[config.mk]
export PLATFORM = sky130hd
export DESIGN_NAME = hall_call_dispatcher
export DESIGN_NICKNAME = d
export VERILOG_FILES = /design/src/rtl/hall_call_dispatcher.sv
export SDC_FILE = /design/constraint.sdc
export NUM_CORES = 1
export LEC_CHECK = 0
export BUFFER_PORTS_ARGS = -buffer_cell sky130_fd_sc_hd__buf_2
export CAP_MARGIN = 15
export CORE_MARGIN = 8
export CORE_UTILIZATION = 40
export CTS_CLUSTER_DIAMETER = 60
export DETAILED_ROUTE_END_ITERATION = 10
export PLACE_DENSITY_LB_ADDON = 0.1
export SLEW_MARGIN = 20
export SYNTH_ARGS = -nofsm -noshare
export SYNTH_HDL_FRONTEND = slang
export SYNTH_SLANG_ARGS = --single-unit
[constraint.sdc]
create_clock -name clk -period 4.6 [get_ports clk]
set_input_delay 0.46 -clock clk [delete_from_list [all_inputs] [get_ports clk]]
set_output_delay 0.46 -clock clk [all_outputs]
set_load 0.01 [all_outputs]
[src/rtl/hall_call_dispatcher.sv]
// hall_call_dispatcher: latches hall calls into up/down lamps and offers each unassigned call to the cheaper of two cars
module hall_call_dispatcher #(
  parameter int NUM_FLOORS = 7,
  parameter int PENALTY = 8
) (
  input  logic                  clk,
  input  logic                  reset,
  input  logic                  request,
  input  logic [2:0]            request_floor,
  input  logic                  request_dir,
  input  logic [2:0]            current_floor_elev_1,
  input  logic [2:0]            current_floor_elev_2,
  input  logic                  current_dir_elev_1,
  input  logic                  current_dir_elev_2,
  input  logic [1:0]            state_elev_1,
  input  logic [1:0]            state_elev_2,
  input  logic                  assign_ready_1,
  input  logic                  assign_ready_2,
  output logic                  assign_valid_1,
  output logic                  assign_valid_2,
  output logic [2:0]            assign_floor,
  output logic                  assign_dir,
  output logic [NUM_FLOORS-1:0] hall_up_lamp,
  output logic [NUM_FLOORS-1:0] hall_dn_lamp,
  output logic                  request_ack,
  output logic                  request_err
);
  localparam int E = 2 * NUM_FLOORS;
  localparam logic [3:0] NF = 4'(NUM_FLOORS);
  localparam logic [3:0] LAST = 4'(E - 1);
  localparam logic [4:0] PEN = 5'(PENALTY);
  localparam logic [E-1:0] ONE = E'(1);
  typedef enum logic [1:0] {S_SCAN, S_COST, S_OFFER} state_t;
  state_t state, state_n;
  logic [3:0] ptr, ptr_n, nxt, req_idx, idx_1, idx_2;
  logic tgt, tgt_n, legal, hs, abort, advance, away_1, away_2, entry_dir;
  logic [E-1:0] pending, assigned, set_p, set_a, clr;
  logic [2:0] entry_floor, dist_1, dist_2;
  logic [4:0] cost_1, cost_2;
  always_comb begin
    legal = {1'b0, request_floor} < NF && !(request_dir && {1'b0, request_floor} == NF - 4'd1) && !(!request_dir && request_floor == 3'd0);
    req_idx = request_dir ? {1'b0, request_floor} : NF + {1'b0, request_floor};
    idx_1 = current_dir_elev_1 ? {1'b0, current_floor_elev_1} : NF + {1'b0, current_floor_elev_1};
    idx_2 = current_dir_elev_2 ? {1'b0, current_floor_elev_2} : NF + {1'b0, current_floor_elev_2};
    set_p = request && legal ? ONE << req_idx : '0;
    clr = ((state_elev_1 == 2'd2 && {1'b0, current_floor_elev_1} < NF) ? ONE << idx_1 : '0)
        | ((state_elev_2 == 2'd2 && {1'b0, current_floor_elev_2} < NF) ? ONE << idx_2 : '0);
    entry_dir = ptr < NF;
    entry_floor = entry_dir ? ptr[2:0] : ptr[2:0] - NF[2:0];
    dist_1 = current_floor_elev_1 > entry_floor ? current_floor_elev_1 - entry_floor : entry_floor - current_floor_elev_1;
    dist_2 = current_floor_elev_2 > entry_floor ? current_floor_elev_2 - entry_floor : entry_floor - current_floor_elev_2;
    away_1 = state_elev_1[0] && (current_dir_elev_1 ? entry_floor < current_floor_elev_1 : entry_floor > current_floor_elev_1);
    away_2 = state_elev_2[0] && (current_dir_elev_2 ? entry_floor < current_floor_elev_2 : entry_floor > current_floor_elev_2);
    cost_1 = {2'b0, dist_1} + (away_1 ? PEN : 5'd0);
    cost_2 = {2'b0, dist_2} + (away_2 ? PEN : 5'd0);
    abort = clr[ptr] || !pending[ptr];
    hs = state == S_OFFER && (tgt ? assign_ready_2 : assign_ready_1);
    nxt = ptr == LAST ? 4'd0 : ptr + 4'd1;
    state_n = state == S_SCAN ? (pending[ptr] && !assigned[ptr] ? S_COST : S_SCAN)
            : state == S_COST ? (abort ? S_SCAN : S_OFFER)
            : (hs || abort ? S_SCAN : S_OFFER);
    advance = (state == S_SCAN && !(pending[ptr] && !assigned[ptr])) || (state == S_OFFER && (hs || abort));
    ptr_n = advance ? nxt : ptr;
    tgt_n = state == S_COST ? cost_2 < cost_1 : tgt;
    set_a = hs ? ONE << ptr : '0;
  end
  always_ff @(posedge clk) begin
    if (!reset) begin
      state <= S_SCAN;
      ptr <= '0;
      tgt <= 1'b0;
      pending <= '0;
      assigned <= '0;
      request_ack <= 1'b0;
      request_err <= 1'b0;
    end else begin
      state <= state_n;
      ptr <= ptr_n;
      tgt <= tgt_n;
      pending <= (pending | set_p) & ~clr;
      assigned <= (assigned | set_a) & ~clr & (pending | set_p);
      request_ack <= request && legal;
      request_err <= request && !legal;
    end
  end
  assign assign_valid_1 = state == S_OFFER && !tgt;
  assign assign_valid_2 = state == S_OFFER && tgt;
  assign assign_floor = state == S_OFFER ? entry_floor : 3'd0;
  assign assign_dir = state == S_OFFER && entry_dir;
  assign hall_up_lamp = pending[NUM_FLOORS-1:0];
  assign hall_dn_lamp = pending[E-1:NUM_FLOORS];
endmodule

# == After elaboration in Yosys (flattened, before gate mapping) ==
# Cells that the tools add are included.
# word_totals
regBits,37
latchBits,0
ramBits,0
rom_bits,0
inputBits,21
out_inout_bits,22
wordCells,105
mem_count,0
# op_classes
add_sub_neg,11
n_mul,0
div_mod_pow,0
n_lt_le_gt_ge,12
n_eq_ne,6
shift,4
n_mux,28
bitwise_logic,7
reduce_logical,30
# op_table
op,n
14-bit 2-to-1 mux,4
1-bit by 4-bit left shift with 14-bit output (first input constant),4
14-bit AND,3
14-bit bitwise OR,3
4-bit 2-to-1 mux,6
1-bit logical AND,17
14-bit inverter,1
3-bit by 3-bit adder with 4-bit output (first input constant),3
1-bit binary-select mux with 4-bit select,3
3-bit > comparator,4
3-bit 2-to-1 mux,4
3-bit subtractor,4
3-bit by 4-bit adder with 5-bit output,2
3-bit less-than comparator (second input constant),3
1-bit zero test,8
2-bit 2-to-1 mux,4
1-bit 2-to-1 mux,7
2-bit equality test (second input constant),3
3-bit less-than comparator,2
4-bit by 5-bit less-than comparator with 1-bit output (second input constant),1
5-bit less-than comparator,1
4-bit by 1-bit adder with 4-bit output (second input constant),1
4-bit equality test (second input constant),1
4-bit by 3-bit less-than comparator with 1-bit output (second input constant),1
other kinds (6),8

# == Depth between registers and ports, before layout ==
# Gate-level depths: netlist (run 1).
# logic_depth
depth_word,12
mapped_depth,19

# == Least setup slack after synthesis (run 1) ==
# OpenSTA, ideal clock, no wires.
# synth_timing
kind,reg-to-reg
from,register ptr[1]
to,register tgt
setup_time_ps,65
t_arrival_ps,3628
slack_ps,907
stages_incl_launch_ff,19
path_buffers,2
path_cell_list,dfxtp_1 -> buf_2 -> clkbuf_1 -> inv_1 -> ha_1 -> mux2i_1 -> inv_1 -> ha_1 -> inv_1 -> o22ai_1 -> a22oi_1 -> a31oi_1 -> mux2i_1 -> xor2_1 -> ha_1 -> nor2b_1 -> o21ai_0 -> a22oi_1 -> nor2_1
# synth_between
elab_chain_cells,8
# synth_rtl
item,line_no,text
"start, declared",35,"logic [3:0] ptr, ptr_n, nxt, req_idx, idx_1, idx_2;"
"start signal, assigned",78,ptr <= ptr_n;
4-bit by 3-bit less-than comparator with 1-bit output / 3-bit subtractor (equally long branches),"48, 49",
3-bit 2-to-1 mux (*),49,entry_floor = entry_dir ? ptr[2:0] : ptr[2:0] - NF[2:0];
"3-bit > comparator, or another cell as far along",53,away_2 = state_elev_2[0] && (current_dir_elev_2 ? entry_floor < current_floor_elev_2 : entry_floor > current_f ...
"1-bit 2-to-1 mux, on equally long branches","53, 52",
"1-bit logical AND, on equally long branches","53, 52",
"4-bit 2-to-1 mux, on equally long branches","55, 54",
"3-bit by 4-bit adder with 5-bit output, on equally long branches","55, 54",
5-bit less-than comparator (*),64,tgt_n = state == S_COST ? cost_2 < cost_1 : tgt;
"end signal, assigned",79,tgt <= tgt_n;
"end, declared",36,"logic tgt, tgt_n, legal, hs, abort, advance, away_1, away_2, entry_dir;"
# Every way passes the cells marked *; elsewhere a longest branch is shown, timed or not.
# A chain may end at the register's enable or synchronous reset.

# == Worst setup path after layout (run 1) ==
# layout_timing
from,register ptr[0]
to,register tgt
# The elaborated chain is that of the path after synthesis.

==> impl_metrics.json, run 1 <==
{
  "met1_usage_pct": 20.5,
  "stdcell_count": 517,
  "top_usage_layer": "met2",
  "antenna_found_initial": 0,
  "use_met2_pct": 26.5,
  "place_inst": 509,
  "cp.required_ns": 4.83,
  "slew_headroom_pct": 53.0,
  "min_period_ns": 4.08,
  "synthCells": 384,
  "async_flop_share_pct": 0,
  "cts_tree": "done",
  "firstDrtPassIters": 7,
  "yosysTopAreaCell": "dfxtp_1",
  "slew_viol_final": 0,
  "syn_avg_cell_area_um2": 8.17,
  "power_leakage_nw": 1.40,
  "grt_pass1_wl_um": 14800,
  "final_area_um2": 3520,
  "whs_endpoint": "request_err",
  "slowest_stage": "dfxtp_1",
  "fillers": 762,
  "nNetsFinal": 457,
  "worstHoldStart": "request",
  "drt_wl_total_um": 9110,
  "use_met3_pct": 3.01,
  "grt.overflow.total": 0,
  "fin_crit_sh_pct": 88.7,
  "synthTopCellsByArea": "dfxtp_1, ha_1, a21oi_1",
  "h-tree-depth": 2,
  "grt_max_degree": 23,
  "area_delta_synth_final_pct": 12.3,
  "final_core_util_pct": 46.1,
  "hold_viol_final": 0,
  "yosysWarnings": 0,
  "yosysSeqAreaShare_pct": 23.6,
  "clockBufferDepth": 2,
  "r2r_start": "ptr[0]",
  "synth.most_common_cell": "dfxtp_1",
  "worst_pin_slew_ns": 0.705,
  "dpl-instance-area_um2": 3390,
  "synth_area_um2": 3140,
  "cts_resized": 0,
  "critPathBufInv": 3,
  "place.gp.congestion": 0.875,
  "cts_sinks": 37,
  "worstPathMaxFanout": 9,
  "maxCapViolCount": 0,
  "vias_per_cell": 5.97,
  "worst_path_most_repeated_cell": "ha_1",
  "multi_input_area_um2": 2200,
  "yosysUniqueCellTypes": 64,
  "synth_fp_nets": 427,
  "numCtsBuffers": 5,
  "io-pin-count": 43,
  "hold_depth": 3,
  "final-seq-area_um2": 741,
  "critPathCaptureType": "register",
  "cp-start-kind": "register",
  "min_path_type": "input pin to register",
  "arrival_ns": 4.30,
  "post-cts-setup-buffer-count": 0,
  "cts_root_buf": "clkbuf_8",
  "hold_buffers": 0,
  "status": "complete, no violations",
  "dominantRegCellSynth": "dfxtp_1",
  "insertion_delay_ns": 0.29,
  "r2r-end": "tgt",
  "diodes": 0,
  "fp.dieH_um": 105,
  "route.vias.total": 3084,
  "routedWlPerCell_um": 17.6,
  "grt_pass1_vias": 2864,
  "rsz0062_at_grt": "no",
  "die_area_um2": 10900,
  "port_buffers": 42,
  "drc": 0,
  "path_clk_slew_ns": 0.08,
  "setup_violations": 0,
  "p_per_area_nw_per_um2": 283,
  "max_stage_delay_ns": 0.60,
  "ir_worst_vdd_uv": 115,
  "crit_type": "register to register",
  "die_w_um": 105,
  "start_util_pct": 41.0,
  "rows": 32,
  "first_iter_violations": 215,
  "antenna_left": 0,
  "drive_gt1_share_pct": 17.8,
  "r2r_cells": 16,
  "reg2reg_setup_slack_ns": 0.52,
  "yosys.area.top_type_share_pct": 23.6,
  "synth_seq_cells": 37,
  "synth_commonest_cells": "dfxtp_1, nor2_1, a21oi_1",
  "maxClockFrequency_ghz": 0.245,
  "skew_ns": 0.00789,
  "dp_hpwl_um": 7160,
  "synth-edff-count": 0,
  "critPathTopFamily": "adder cells",
  "grt.total_usage_pct": 16.1,
  "finalSetupTns_ns": 0,
  "path_cells": "clkinv_1, ha_1, mux2i_1, inv_1, ha_1, inv_1, o22ai_1, a22oi_1, a31oi_1, mux2i_1, xor2_1, ha_1, nor2b_1, o21ai_0, a22oi_1, nor2_1",
  "core_area_um2": 7650
}
==> layer usage <==
layer | vias to the layer above | routed length [um]
met4 | 0 | 197
met1 | 1467 | 4060
li1 | 1496 | -
met5 | - | 0
met3 | 18 | 490
met2 | 103 | 4360
==> registers in the layout, indices dropped and copies added (netlist names) <==
name / flops
request_err: 1
ptr: 4
request_ack: 1
pending: 14
tgt: 1
assigned: 14
state: 2
==> layout by cell type, fill, tap and decap left out, drive strengths merged, types with 3 or more instances in the layout <==
cell / n
a32oi: 14
a22oi: 7
mux2i: 13
a21oi: 31
o21ai: 7
mux4: 6
nor3: 29
nand3: 8
dfxtp: 37
o22ai: 13
nor3b: 6
nor4: 5
o31ai: 3
o21a: 3
ha: 20
nand2b: 8
nor2b: 14
and3: 3
nand2: 15
nor2: 35
xor2: 4
clkbuf: 5
and2: 4
a31oi: 4
or3: 4
buf: 46
or2: 4
inv: 20
nand4: 5
xnor2: 6
==> where the power goes <==
| group | internal [mW] | switching (mW) |
|---|---|---|
| logic | 0.127 | 0.192 |
| registers | 0.327 | 0.00792 |
| clock network | 0.218 | 0.126 |
| total | 0.672 | 0.326 |
==> kinds of logic after synthesis <==
logic type	count (synthesis)	share of synthesized area (%)
AOI/OAI and AO/OA	106	24.5
xor gates and xnor gates	10	2.79
adders and majority gates	22	9.25
buffers and inverters	44	6.30
DFF	37	23.6
muxes	20	8.81
and+or+nand+nor	145	24.8
==> worst reg2reg max path: stages (launching register included) <==
cell      delay, ns
dfxtp_1        0.60
clkinv_1       0.35
ha_1           0.39
mux2i_1        0.32
inv_1          0.21
ha_1           0.42
inv_1          0.06
o22ai_1        0.20
a22oi_1        0.09
a31oi_1        0.28
mux2i_1        0.26
xor2_1         0.17
ha_1           0.24
nor2b_1        0.12
o21ai_0        0.16
a22oi_1        0.09
nor2_1         0.08
==> stage by stage <==
step	power [mW]	hold slack (ns)	setup WS, ns
2_1_floorplan	0.584	0.440	0.907
3_3_place_gp	0.656	0.471	0.659
3_5_place_dp	0.659	0.456	0.506
4_1_cts	1.00	0.383	0.473
5_1_grt	1.05	0.391	0.0734
6_report	0.998	0.390	0.521
==> final cells by class <==
| cell class | instances | area share [%] |
|---|---|---|
| repair buffers | 46 | 6.82 |
| clock buffers | 5 | 1.95 |
| well taps | 102 | 3.62 |
| inverters | 21 | 2.24 |
| multi-input cells | 303 | 62.4 |
| clock inverters | 3 | 1.95 |
| flip-flops and latches | 37 | 21.0 |
==> worst max path at each step <==
stage,from,end,cells past startpoint
finish,ptr[0],tgt,16
global route,ptr[0],tgt,16
CTS,ptr[0],tgt,16
detailed placement,ptr[0],tgt,16
global placement,ptr[0],tgt,16
floorplan,ptr[1],tgt,18
(Power assumes the default switching activity.)
==> run 2, diff against run 1 <==
ABC_AREA = 1   (was unset)
==> run 2 against run 1 <==
  * Non-clock buffer count shrank 3
  * Register-to-register slack better by 0.52 ns
  * First-iteration DRC count is 21% lower
  * Core utilization barely moved
  * Flip-flop and latch count is the same
  * Combinational power rose to 3.1 times the previous value
  * Final cell count up 21%
==> impl_metrics.json, run 2 <==
{
  "diodes": 0,
  "synth_seq_cells": 37,
  "finalPower_mw": 1.68,
  "drt_wl_total_um": 9240,
  "place.gp.congestion": 0.951,
  "yosysUniqueCellTypes": 47,
  "yosys.area.top_type_share_pct": 23.7,
  "drc": 0,
  "setup_violations": 0,
  "area_delta_synth_final_pct": 13.0,
  "synth_area_um2": 3120,
  "nNetsFinal": 565,
  "insertion_delay_ns": 0.29,
  "cp.required_ns": 4.82,
  "max_stage_delay_ns": 0.61,
  "io-pin-count": 43,
  "status": "complete, no violations",
  "muxShareOfSynthArea_pct": 0.321,
  "min_path_type": "input pin to register",
  "r2r-end": "tgt",
  "firstDrtPassIters": 5,
  "top_regs": "assigned x14, pending x14, ptr x4",
  "async_flop_share_pct": 0,
  "cts_resized": 0,
  "start_util_pct": 40.8,
  "skew_ns": 0.00441,
  "reg2reg_setup_slack_ns": 1.05,
  "antenna_left": 0,
  "finalSetupTns_ns": 0,
  "synth.most_common_cell": "nand2_1",
  "fin_crit_sh_pct": 77.3,
  "maxClockFrequency_ghz": 0.281,
  "cp-start-kind": "register",
  "hold_slack_ns": 0.391,
  "critPathCaptureType": "register",
  "cts_root_buf": "clkbuf_8",
  "ir_worst_vdd_uv": 300,
  "place_ws_ns": 1.14,
  "rows": 32,
  "path_cells": "inv_2, ha_1, inv_1, nand2_2, o21ai_2, inv_2, ha_1, inv_1, o22ai_2, nand2_1, nand2_1, nand2_1, mux2i_1, xor2_1, ha_1, inv_1, nor2_1, o21ai_0, nand2_1, a21oi_1",
  "core_area_um2": 7650,
  "synth-edff-count": 0,
  "die_w_um": 104,
  "syn_avg_cell_area_um2": 6.50,
  "dominantRegCellSynth": "dfxtp_1",
  "synth_top_family_by_area": "simple AND/OR/NAND/NOR gates",
  "synth_commonest_cells": "nand2_1, nor2_1, inv_1",
  "drive_gt1_share_pct": 18.7,
  "die_area_um2": 10900,
  "slowest_stage": "dfxtp_1",
  "grt_pass1_vias": 3070,
  "synth_fp_nets": 523,
  "synthCells": 480,
  "dpl-instance-area_um2": 3410,
  "r2r_start": "ptr[0]",
  "power_leakage_nw": 1.69,
  "final_common_cell": "nand2_1",
  "route.vias.total": 3259,
  "grt_pass1_wl_um": 15000,
  "fillers": 805,
  "hold_viol_final": 0,
  "synthSimpleGateAreaFrac_pct": 39.8,
  "first_iter_violations": 170,
  "yosysTopAreaCell": "dfxtp_1",
  "hold_depth": 3,
  "crit_type": "register to register",
  "synthAdderAreaFrac_pct": 9.30,
  "fp.dieH_um": 104,
  "worstPathMaxFanout": 19,
  "worst_slack_ns": 1.05,
  "port_buffers": 42,
  "vias_per_cell": 5.21,
  "slew_viol_final": 0,
  "grt.total_usage_pct": 16.7,
  "synth-compound-area-share_pct": 15.8,
  "yosys.area_share.xor_xnor_pct": 2.48,
  "final_area_um2": 3530,
  "clockBufferDepth": 2,
  "arrival_ns": 3.78,
  "hold_buffers": 0,
  "dp_hpwl_um": 7510,
  "worstHoldStart": "request",
  "post-cts-setup-buffer-count": 0,
  "synthTopCellsByArea": "dfxtp_1, nand2_1, nor2_1",
  "routedWlPerCell_um": 14.8,
  "min_period_ns": 3.55,
  "h-tree-depth": 2,
  "grt.overflow.total": 0,
  "whs_endpoint": "request_err",
  "cts_sinks": 37,
  "rsz0062_at_grt": "no",
  "antenna_found_initial": 0,
  "cts_tree": "done",
  "worst_path_most_repeated_cell": "nand2_1",
  "grt_max_degree": 20,
  "path_clk_slew_ns": 0.08,
  "yosysWarnings": 0,
  "worst_pin_slew_ns": 0.544,
  "maxCapViolCount": 0,
  "layout_common_cells": "nand2_1, nor2_1, inv_1, buf_2, nand3_1",
  "p_per_area_nw_per_um2": 477,
  "numCtsBuffers": 5,
  "r2r_cells": 20,
  "slew_headroom_pct": 63.7,
  "yosysSeqAreaShare_pct": 23.7
}
[run 2: changes by cell type in the layout (fill, tap and decap cells not counted), sizes merged, moves of 14 or more]
cell   before  now
nand3       8   43
nor2b      14    0
inv        20   54
nor3       29   12
nor2       35   79
nand2      15  135
[run 2: how the worst max path moves through the flow]
stage                start  endpoint  depth (start not counted)
floorplan           ptr[0]       tgt                         21
global placement    ptr[0]       tgt                         20
detailed placement  ptr[0]       tgt                         20
CTS                 ptr[0]       tgt                         20
global route        ptr[0]       tgt                         20
finish              ptr[0]       tgt                         20
[run 2: report_power, final]
part           internal, mW  switching [mW]  leakage [nW]
registers             0.348          0.0594         0.300
logic                 0.365           0.616          1.33
clock network         0.177           0.118        0.0585
total                 0.890           0.793          1.69
[run 2: layout make-up]
cell class / count / area (um2) / area share, %
clock buffer: 7 / 86.3 / 2.45
timing repair buffer: 43 / 218 / 6.17
multi-input combinational: 381 / 2110 / 60.0
tap: 102 / 128 / 3.62
clock inverter: 1 / 30.0 / 0.851
sequential: 37 / 741 / 21.0
inverter: 54 / 210 / 5.96
[run 2: critical path, delay by kind of cell, from the launching register on]
family                   cells  cell delay (ns)
multiplexers                 1             0.19
buffers and inverters        5             0.59
adder cells (fa/ha/maj)      3             0.99
flip-flops                   1             0.61
XOR/XNOR                     1             0.19
AND/OR/NAND/NOR              6             0.38
AO/OA/AOI/OAI                4             0.53
[run 2: cell families after synthesis]
family | count (synthesis)
fa+ha+maj | 22
compound gates | 76
simple gates | 274
mux | 1
xor+xnor | 8
flops | 37
buf+inv | 62
[run 2: routing by layer]
metal,up-vias,GRT usage [%],wire length [um]
met5,-,0,0
met2,120,27.0,4150
met4,0,5.27,167
li1,1660,-,-
met3,15,2.79,563
met1,1464,21.8,4360
[run 2: through the flow]
stage	utilization, %	instances
6_report	46.1	625
5_1_grt	46.1	625
4_1_cts	46.1	625
3_5_place_dp	44.6	617
3_3_place_gp	44.6	617
2_1_floorplan	-	480
==> run 3, diff against run 2 <==
ABC_AREA = 0   (was 1)
clock period = 3.15 ns   (was 4.6 ns; I/O delays follow)
==> run 3 against run 2 <==
  * Routed wire length rose by 0.66%
  * Combinational power fell by 43%
  * Non-clock buffer count rose by 21
  * Maximum frequency rose by 19%
  * Clock power rose by 77%
  * Die area rose by 0.44%
  * Worst hold slack got worse by 0.15 ns
  * Global-route usage fell by 0.56 points
  * Setup slack got worse by 0.88 ns
  * Sequential power rose by 20%
  * Critical endpoint unchanged
  * Largest power group unchanged
==> impl_metrics.json, run 3 (synthesis gave the netlist of run 1 again) <==
{
  "grt_pass1_wl_um": 14600,
  "met1_usage_pct": 20.6,
  "fin_crit_sh_pct": 94.6,
  "cts_tree": "done",
  "stdcell_count": 535,
  "cts_sinks": 37,
  "rows": 32,
  "layout_common_cells": "buf_2, nor2_1, dfxtp_1, a21oi_1, nor3_1",
  "p_per_area_nw_per_um2": 415,
  "h-tree-depth": 2,
  "antenna_found_initial": 0,
  "grt_pass1_vias": 2896,
  "rsz0062_at_grt": "yes",
  "power_leakage_nw": 1.48,
  "clockBufferDepth": 2,
  "crit_type": "register to register",
  "place.gp.congestion": 0.844,
  "port_buffers": 42,
  "path_clk_slew_ns": 0.09,
  "swShare_pct": 33.3,
  "cp-start-kind": "register",
  "vias_per_cell": 5.87,
  "min_path_type": "input pin to register",
  "reg2reg_setup_slack_ns": 0.17,
  "top_regs": "assigned x14, pending x14, ptr x4",
  "io-pin-count": 43,
  "worstPathMaxFanout": 4,
  "dpl-instance-area_um2": 3540,
  "top_usage_layer": "met2",
  "maxCapViolCount": 0,
  "first_iter_violations": 193,
  "final_common_cell": "buf_2",
  "r2r_cells": 16,
  "dp_hpwl_um": 7260,
  "clock_power_share_pct": 33.3,
  "final_area_um2": 3770,
  "grt.overflow.total": 0,
  "hold_depth": 3,
  "ir_worst_vdd_uv": 231,
  "core_area_um2": 7650,
  "min_period_ns": 2.98,
  "cp.required_ns": 3.39,
  "antenna_left": 0,
  "drt_wl_total_um": 9300,
  "diodes": 0,
  "use_met3_pct": 2.27,
  "slew_headroom_pct": 49.0,
  "switchingPower_mw": 0.522,
  "numCtsBuffers": 5,
  "status": "complete, no violations",
  "cts_root_buf": "clkbuf_8",
  "intPower_mw": 1.04,
  "route.vias.total": 3142,
  "finalSetupTns_ns": 0,
  "hold_buffers": 0,
  "fp.dieH_um": 105,
  "use_met2_pct": 26.9,
  "area_delta_synth_final_pct": 20.1,
  "insertion_delay_ns": 0.31,
  "skew_ns": 0.0119,
  "worst_pin_slew_ns": 0.764,
  "maxClockFrequency_ghz": 0.335,
  "final_core_util_pct": 49.3,
  "hold_viol_final": 0,
  "drc": 0,
  "comb_power_share_pct": 35.5,
  "setup_violations": 0,
  "grt.total_usage_pct": 16.1,
  "drive_gt1_share_pct": 25.2,
  "start_util_pct": 41.0,
  "nNetsFinal": 475,
  "firstDrtPassIters": 5,
  "slew_viol_final": 0,
  "pwr-share-seq_pct": 31.3,
  "arrival_ns": 3.22,
  "die_area_um2": 10900,
  "place_inst": 524,
  "grt_max_degree": 23,
  "critPathCaptureType": "register",
  "routedWlPerCell_um": 17.4,
  "die_w_um": 105
}
[run 3: per-layer routing]
metal | wire length [um] | vias up | share of wire, %
li1 | - | 1539 | -
met1 | 4290 | 1506 | 46
met2 | 4390 | 84 | 47
met3 | 415 | 13 | 4.5
met4 | 203 | 0 | 2.2
met5 | 0 | - | 0
[run 3: per-stage QoR]
step / power (mW) / worst slack [ns] / hold WS, ns
final: 1.56 / 0.169 / 0.237
after global routing: 1.64 / -0.0793 / 0.245
after CTS: 1.54 / 0.0101 / 0.231
after detailed placement: 1.02 / -0.0636 / 0.460
after global placement: 1.02 / 0.0656 / 0.448
after floorplan: 0.882 / 0.00321 / 0.429
[run 3: power by group through the flow]
stage,clock [mW],combinational (mW),sequential (mW)
6_report,0.521,0.555,0.489
5_1_grt,0.542,0.609,0.492
4_1_cts,0.527,0.528,0.487
3_5_place_dp,0,0.524,0.498
3_3_place_gp,0,0.520,0.497
2_1_floorplan,0,0.381,0.500
[run 3: path summary, 6_finish.rpt]
path / to / start
worst max-delay path: tgt / ptr[1]
worst max register to register: tgt / ptr[1]
worst min register to register: assigned[12] / assigned[12]
worst min-delay path: request_err / request
[run 3: layout make-up]
cell class                 instances  area (um2)
tap                              102         128
clock buffer                       5        68.8
clock inverter                     3        68.8
multi-input combinational        303        2300
sequential                        37         746
fill                             783        3880
timing repair buffer              64         375
inverter                          21        80.1
[run 3: critical path: stages, from the launching register on]
cell and delay, ns:
dfxtp_4 0.37, ha_4 0.17, a21oi_4 0.17, mux2i_4 0.27, inv_2 0.08, ha_4 0.27, inv_2 0.03, o22ai_2 0.14
a22oi_1 0.09, a31oi_1 0.25, mux2i_1 0.26, xor2_1 0.17, ha_1 0.24, nor2b_1 0.12, o21ai_1 0.13, a22oi_1 0.08
nor2_1 0.09
[run 3: what timing repair did]
item	4_1_cts	5_1_grt
buffers inserted	1	2
resized for setup	2	13
setup endpoints to repair	1	1
pin swaps	1	11
